**src/rtl/dmem_pkg.sv**
```systemverilog
// Shared definitions for the data-memory access stage: FSM state encoding,
// default error read value and the width of the optional timeout counter.
package dmem_pkg;

    typedef enum logic [1:0] {
        ST_IDLE = 2'd0,
        ST_BUSY = 2'd1,
        ST_DONE = 2'd2
    } dmem_state_e;

    localparam logic [31:0] ERR_DATA_DEFAULT = 32'hDEADBEEF;

    // Wide enough for any practical TIMEOUT_CYCLES value (default 255).
    localparam int TMO_CNT_W = 16;

    function automatic logic is_word_aligned(input logic [31:0] addr);
        return (addr[1:0] == 2'b00);
    endfunction

endpackage

```
**src/rtl/dmem_timeout_ctr.sv**
```systemverilog
// Counts BUSY cycles that pass without a memory acknowledge and flags the
// cycle in which the wait budget (LIMIT cycles) is used up.
module dmem_timeout_ctr
    import dmem_pkg::*;
#(
    parameter int LIMIT = 255
) (
    input  logic clk,
    input  logic rst,
    input  logic clear,
    input  logic count_en,
    output logic expired
);

    localparam logic [TMO_CNT_W-1:0] LAST = TMO_CNT_W'(LIMIT - 1);

    logic [TMO_CNT_W-1:0] cnt_q;
    logic [TMO_CNT_W-1:0] cnt_d;

    // Next count: cleared outside BUSY, advanced on every un-acked BUSY cycle.
    always_comb begin
        cnt_d = cnt_q;
        if (clear) begin
            cnt_d = '0;
        end else if (count_en) begin
            cnt_d = cnt_q + TMO_CNT_W'(1);
        end
    end

    // Counter register.
    always_ff @(posedge clk) begin
        if (rst) begin
            cnt_q <= '0;
        end else begin
            cnt_q <= cnt_d;
        end
    end

    // The current un-acked cycle is the LIMIT-th one: give up after it.
    assign expired = count_en && (cnt_q == LAST);

endmodule

```
**src/rtl/dmem_access.sv**
```systemverilog
// Data-memory access stage of the pipeline. Turns a load/store held in the
// EX/MEM register into a single req/ack memory transaction, stalling the
// front of the pipeline until the transaction completes.
// Optional feature: define DMEM_TIMEOUT_EN to abandon a transaction after
// TIMEOUT_CYCLES un-acknowledged BUSY cycles (returns ERR_DATA on reads and
// sets the sticky timeout_err flag). Without it BUSY waits indefinitely.
module dmem_access
    import dmem_pkg::*;
#(
    parameter int          TIMEOUT_CYCLES = 255,
    parameter logic [31:0] ERR_DATA       = ERR_DATA_DEFAULT
) (
    input  logic        clk,
    input  logic        rst,
    input  logic        MemRead_in,
    input  logic        MemWrite_in,
    input  logic [31:0] Addr_in,
    input  logic [31:0] WriteData_in,
    output logic [31:0] MemReadData_out,
    output logic        stall_out,
    output logic        misalign_out,
    output logic        timeout_err,
    output logic        mem_req,
    output logic        mem_we,
    output logic [31:0] mem_addr,
    output logic [31:0] mem_wdata,
    input  logic [31:0] mem_rdata,
    input  logic        mem_ack
);

    dmem_state_e state_q, state_d;
    logic [31:0] addr_q, addr_d;
    logic [31:0] wdata_q, wdata_d;
    logic [31:0] rdata_q, rdata_d;
    logic        we_q, we_d;

    logic req_any;
    logic access;
    logic tmo_expired;

    assign req_any = MemRead_in | MemWrite_in;
    assign access  = req_any & is_word_aligned(Addr_in);

`ifdef DMEM_TIMEOUT_EN
    logic tmo_err_q, tmo_err_d;

    dmem_timeout_ctr #(
        .LIMIT(TIMEOUT_CYCLES)
    ) u_timeout_ctr (
        .clk     (clk),
        .rst     (rst),
        .clear   (state_q != ST_BUSY),
        .count_en((state_q == ST_BUSY) && !mem_ack),
        .expired (tmo_expired)
    );

    // Sticky timeout flag: set when a transaction is abandoned, cleared only by reset.
    always_comb begin
        tmo_err_d = tmo_err_q | tmo_expired;
    end

    // Timeout flag register.
    always_ff @(posedge clk) begin
        if (rst) begin
            tmo_err_q <= 1'b0;
        end else begin
            tmo_err_q <= tmo_err_d;
        end
    end

    assign timeout_err = tmo_err_q;
`else
    assign tmo_expired = 1'b0;
    assign timeout_err = 1'b0;
`endif

    // FSM next state, request latching, read capture and handshake outputs.
    always_comb begin
        state_d      = state_q;
        addr_d       = addr_q;
        wdata_d      = wdata_q;
        we_d         = we_q;
        rdata_d      = rdata_q;
        stall_out    = 1'b0;
        misalign_out = 1'b0;
        mem_req      = 1'b0;

        case (state_q)
            ST_IDLE: begin
                if (access) begin
                    // A simultaneous read+write request is treated as a store.
                    addr_d    = Addr_in;
                    wdata_d   = WriteData_in;
                    we_d      = MemWrite_in;
                    state_d   = ST_BUSY;
                    stall_out = 1'b1;
                end else if (req_any) begin
                    misalign_out = 1'b1;
                end
            end
            ST_BUSY: begin
                mem_req   = 1'b1;
                stall_out = 1'b1;
                if (mem_ack) begin
                    if (!we_q) begin
                        rdata_d = mem_rdata;
                    end
                    state_d = ST_DONE;
                end else if (tmo_expired) begin
                    if (!we_q) begin
                        rdata_d = ERR_DATA;
                    end
                    state_d = ST_DONE;
                end
            end
            ST_DONE: begin
                // Pipeline advances this cycle; the stale EX/MEM request must not restart.
                state_d = ST_IDLE;
            end
            default: begin
                state_d = ST_IDLE;
            end
        endcase

        // No stall or misalign indication while reset is being applied.
        if (rst) begin
            stall_out    = 1'b0;
            misalign_out = 1'b0;
        end
    end

    // State and latched-transaction registers.
    always_ff @(posedge clk) begin
        if (rst) begin
            state_q <= ST_IDLE;
            addr_q  <= '0;
            wdata_q <= '0;
            we_q    <= 1'b0;
            rdata_q <= '0;
        end else begin
            state_q <= state_d;
            addr_q  <= addr_d;
            wdata_q <= wdata_d;
            we_q    <= we_d;
            rdata_q <= rdata_d;
        end
    end

    assign mem_we          = we_q;
    assign mem_addr        = addr_q;
    assign mem_wdata       = wdata_q;
    assign MemReadData_out = rdata_q;

endmodule

```
**config.mk**
```make
export PLATFORM = sky130hd
export DESIGN_NAME = dmem_access
export DESIGN_NICKNAME = d
export VERILOG_FILES = /design/src/rtl/dmem_pkg.sv /design/src/rtl/dmem_timeout_ctr.sv /design/src/rtl/dmem_access.sv
export SDC_FILE = /design/constraint.sdc
export NUM_CORES = 1
export LEC_CHECK = 0
export BUFFER_PORTS_ARGS = -buffer_cell sky130_fd_sc_hd__buf_2
export CAP_MARGIN = 20
export CORE_ASPECT_RATIO = 1.2
export CORE_MARGIN = 2
export CORE_UTILIZATION = 45
export DETAILED_ROUTE_END_ITERATION = 8
export PLACE_DENSITY = 0.86
export SYNTH_ARGS = -nofsm -noshare
export SYNTH_HDL_FRONTEND = slang
export SYNTH_SLANG_ARGS = --single-unit
```
**constraint.sdc**
```tcl
create_clock -name clk -period 2.25 [get_ports clk]
set_clock_uncertainty 0.15 [all_clocks]
set_input_delay 0.225 -clock clk [delete_from_list [all_inputs] [get_ports clk]]
set_output_delay 0.225 -clock clk [all_outputs]
set_load 0.02 [all_outputs]
```
==> flow_metrics.tcl <==
set metrics [dict create \
    remaining_drc_errors 0 \
    cts_made_buffers 9 \
    place_congestion 0.739 \
    synth_seq_area_share 0.518 \
    ir_worst_vdd_v 0.000391 \
    yosys_warnings 0 \
    fin_total_pwr_mw 3.48 \
    met1_usage 0.249 \
    via_per_inst 4.87 \
    drive_above_1_share 0.313 \
    drt_iter0_drc 145 \
    yosys.area.top_type_share 0.518 \
    die_area_sq_mm 0.00926 \
    grt_pass1_vias 4177 \
    max-slew-margin-rel 0.579 \
    fmax_ghz 0.486 \
    ant_nets 0 \
    track_usage 0.255 \
    final_common_cell "buf_2" \
    cts_max_path_buffers 2 \
    avgRoutedWirePerCell_um 14.6 \
    dr.pass1.iters 4 \
    cts_root_buf "clkbuf_8" \
    synth_seq_cells 99 \
    use_met3 0.0679 \
    synth.area.top_cells "dfxtp_1 (52%), nand2_1 (18%), mux2i_1 (16%)" \
    rsz0062_at_grt "false" \
    outcome "finished clean" \
    worst_ep_required_time_ns 1.88 \
    crit_arrival_ns 1.68 \
    grt.met2_usage 0.470 \
    portBuffers 200 \
    netlist_area_sq_mm 0.00382 \
    hold_viol_final 0 \
    hold_buffers 96 \
    syn-num-nets 535 \
    power.density_mw_per_mm2 583 \
    post-cts-setup-buffers 0 \
    io_pins 202 \
    grt-busiest-layer "met2" \
    grt_max_degree 70 \
    cts_resized 0 \
    max_cap_violations 0 \
    p_leak_nw 2.78 \
    nets 815 \
    ys_types 23 \
    cts.sinks 99 \
    grt_pass1_wl_um 18800 \
    drv_slew 0 \
    htreeDepth 3 \
    hp-start "MemRead_in" \
    fin_tns_setup_ns 0 \
    syn_area_per_cell_sq_um 8.81 \
    wirelength_um 12200 \
    startpoint "state_q[1]" \
    hpwlAfterDp_um 6860 \
    synthesis.instances 434 \
    fp.coreArea_sq_mm 0.00820 \
    antenna_found_initial 0 \
    clock_latency_ns 0.34 \
    cp-start-kind "flop" \
    vias 4056 \
    fillers 551 \
    final_cell_mix "buf_2 (200), nand2_1 (188), dfxtp_1 (99)" \
    finalSetupViolCount 0 \
    die_x_um 88.2 \
    worst-path-max-fanout 6 \
    cp-end-kind "primary output" \
    n_antenna_cell 0 \
    r2r_start "state_q[1]" \
    yosys.area.top_type "dfxtp_1" \
    finalCritPeriodShare 0.915 \
    grt_overflow 0 \
    start_util 0.467 \
    tightest_slew_ns 0.632 \
    min_period_ns 2.06 \
    rows 36 \
    die_y_um 105 \
    path_clk_slew_ns 0.08 \
    area_delta_synth_final_pct 56.0 \
    critical_path_class "reg2out" \
    hp-class "in2reg" \
    cts_tree "yes" \
]
==> cells in the mapped netlist <==
| cell type | instances |
|---|---|
| o21a_1 | 3 |
| nand2_1 | 188 |
| nor2_1 | 1 |
| o22ai_1 | 1 |
| and3_1 | 1 |
| dfxtp_1 | 99 |
| clkbuf_1 | 22 |
| inv_2 | 1 |
| a31o_2 | 1 |
| conb_1 | 1 |
| buf_8 | 1 |
| nand4bb_1 | 1 |
| nor3b_1 | 2 |
| mux2i_1 | 62 |
| nor4_2 | 1 |
| buf_4 | 4 |
| a21oi_1 | 33 |
| nand2b_1 | 1 |
| buf_12 | 4 |
| buf_2 | 3 |
| nor4_1 | 1 |
| nor2b_1 | 2 |
| nor4bb_1 | 1 |
==> report_power, final <==
group	internal, mW	switching [mW]
Sequential	1.82	0.0376
Combinational	0.300	0.311
Clock	0.462	0.552
Total	2.58	0.901
==> worst max-delay path: stages, from the launching register on <==
cell,delay [ns]
dfxtp_1,0.38
nor4_2,0.42
o21a_4,0.22
o21a_1,0.15
buf_2,0.18
==> cell type report <==
| class | instances | area (sq um) | share of cell area |
|---|---|---|---|
| Timing Repair Buffer | 303 | 2030 | 0.340 |
| Sequential cell | 99 | 1980 | 0.332 |
| Multi-Input combinational cell | 300 | 1640 | 0.275 |
| Clock buffer | 14 | 163 | 0.0273 |
| Tap cell | 114 | 143 | 0.0239 |
| Clock inverter | 2 | 10.0 | 0.00168 |
| Inverter | 1 | 5.00 | 0.000839 |
==> sequential cells by signal, summed over array words and instances, names as in the netlist <==
signal and flops:
state_q 2, MemReadData_out 32, mem_we 1, mem_addr 32, mem_wdata 32
==> layer usage <==
| layer | wire length, um | vias up |
|---|---|---|
| met2 | 6450 | 182 |
| li1 | - | 1948 |
| met5 | 0 | - |
| met3 | 907 | 45 |
| met4 | 478 | 0 |
| met1 | 4350 | 1881 |
==> metrics by stage <==
stage	instance area (sq um)	hold WS, ns	worst slack, ns	util	cells
after floorplan	3820	0.211	0.443	-	434
after global placement	4830	0.289	0.533	0.590	721
after detailed placement	4830	0.295	0.422	0.590	721
after CTS	5970	0.0913	0.139	0.728	833
after global routing	5970	0.159	0.0316	0.728	833
final	5970	0.134	0.191	0.728	833
==> cells by family (layout without fill, tap and decap cells) <==
logic type      after synthesis  count (layout)  synth area share
mux                          62              62             0.162
compound gates               38              38            0.0530
buf+inv                      35             320            0.0592
simple gates                199             199             0.206
flops                        99              99             0.518
other cells                   1               1          0.000980
==> worst paths after layout <==
check	end	slack (ns)	depth (start not counted)
worst max-delay path	stall_out	0.19	4
worst min-delay path	mem_we	0.13	3
worst max register to register	mem_addr[4]	0.39	4
worst min register to register	mem_wdata[18]	0.30	2
(Power assumes the default switching activity.)
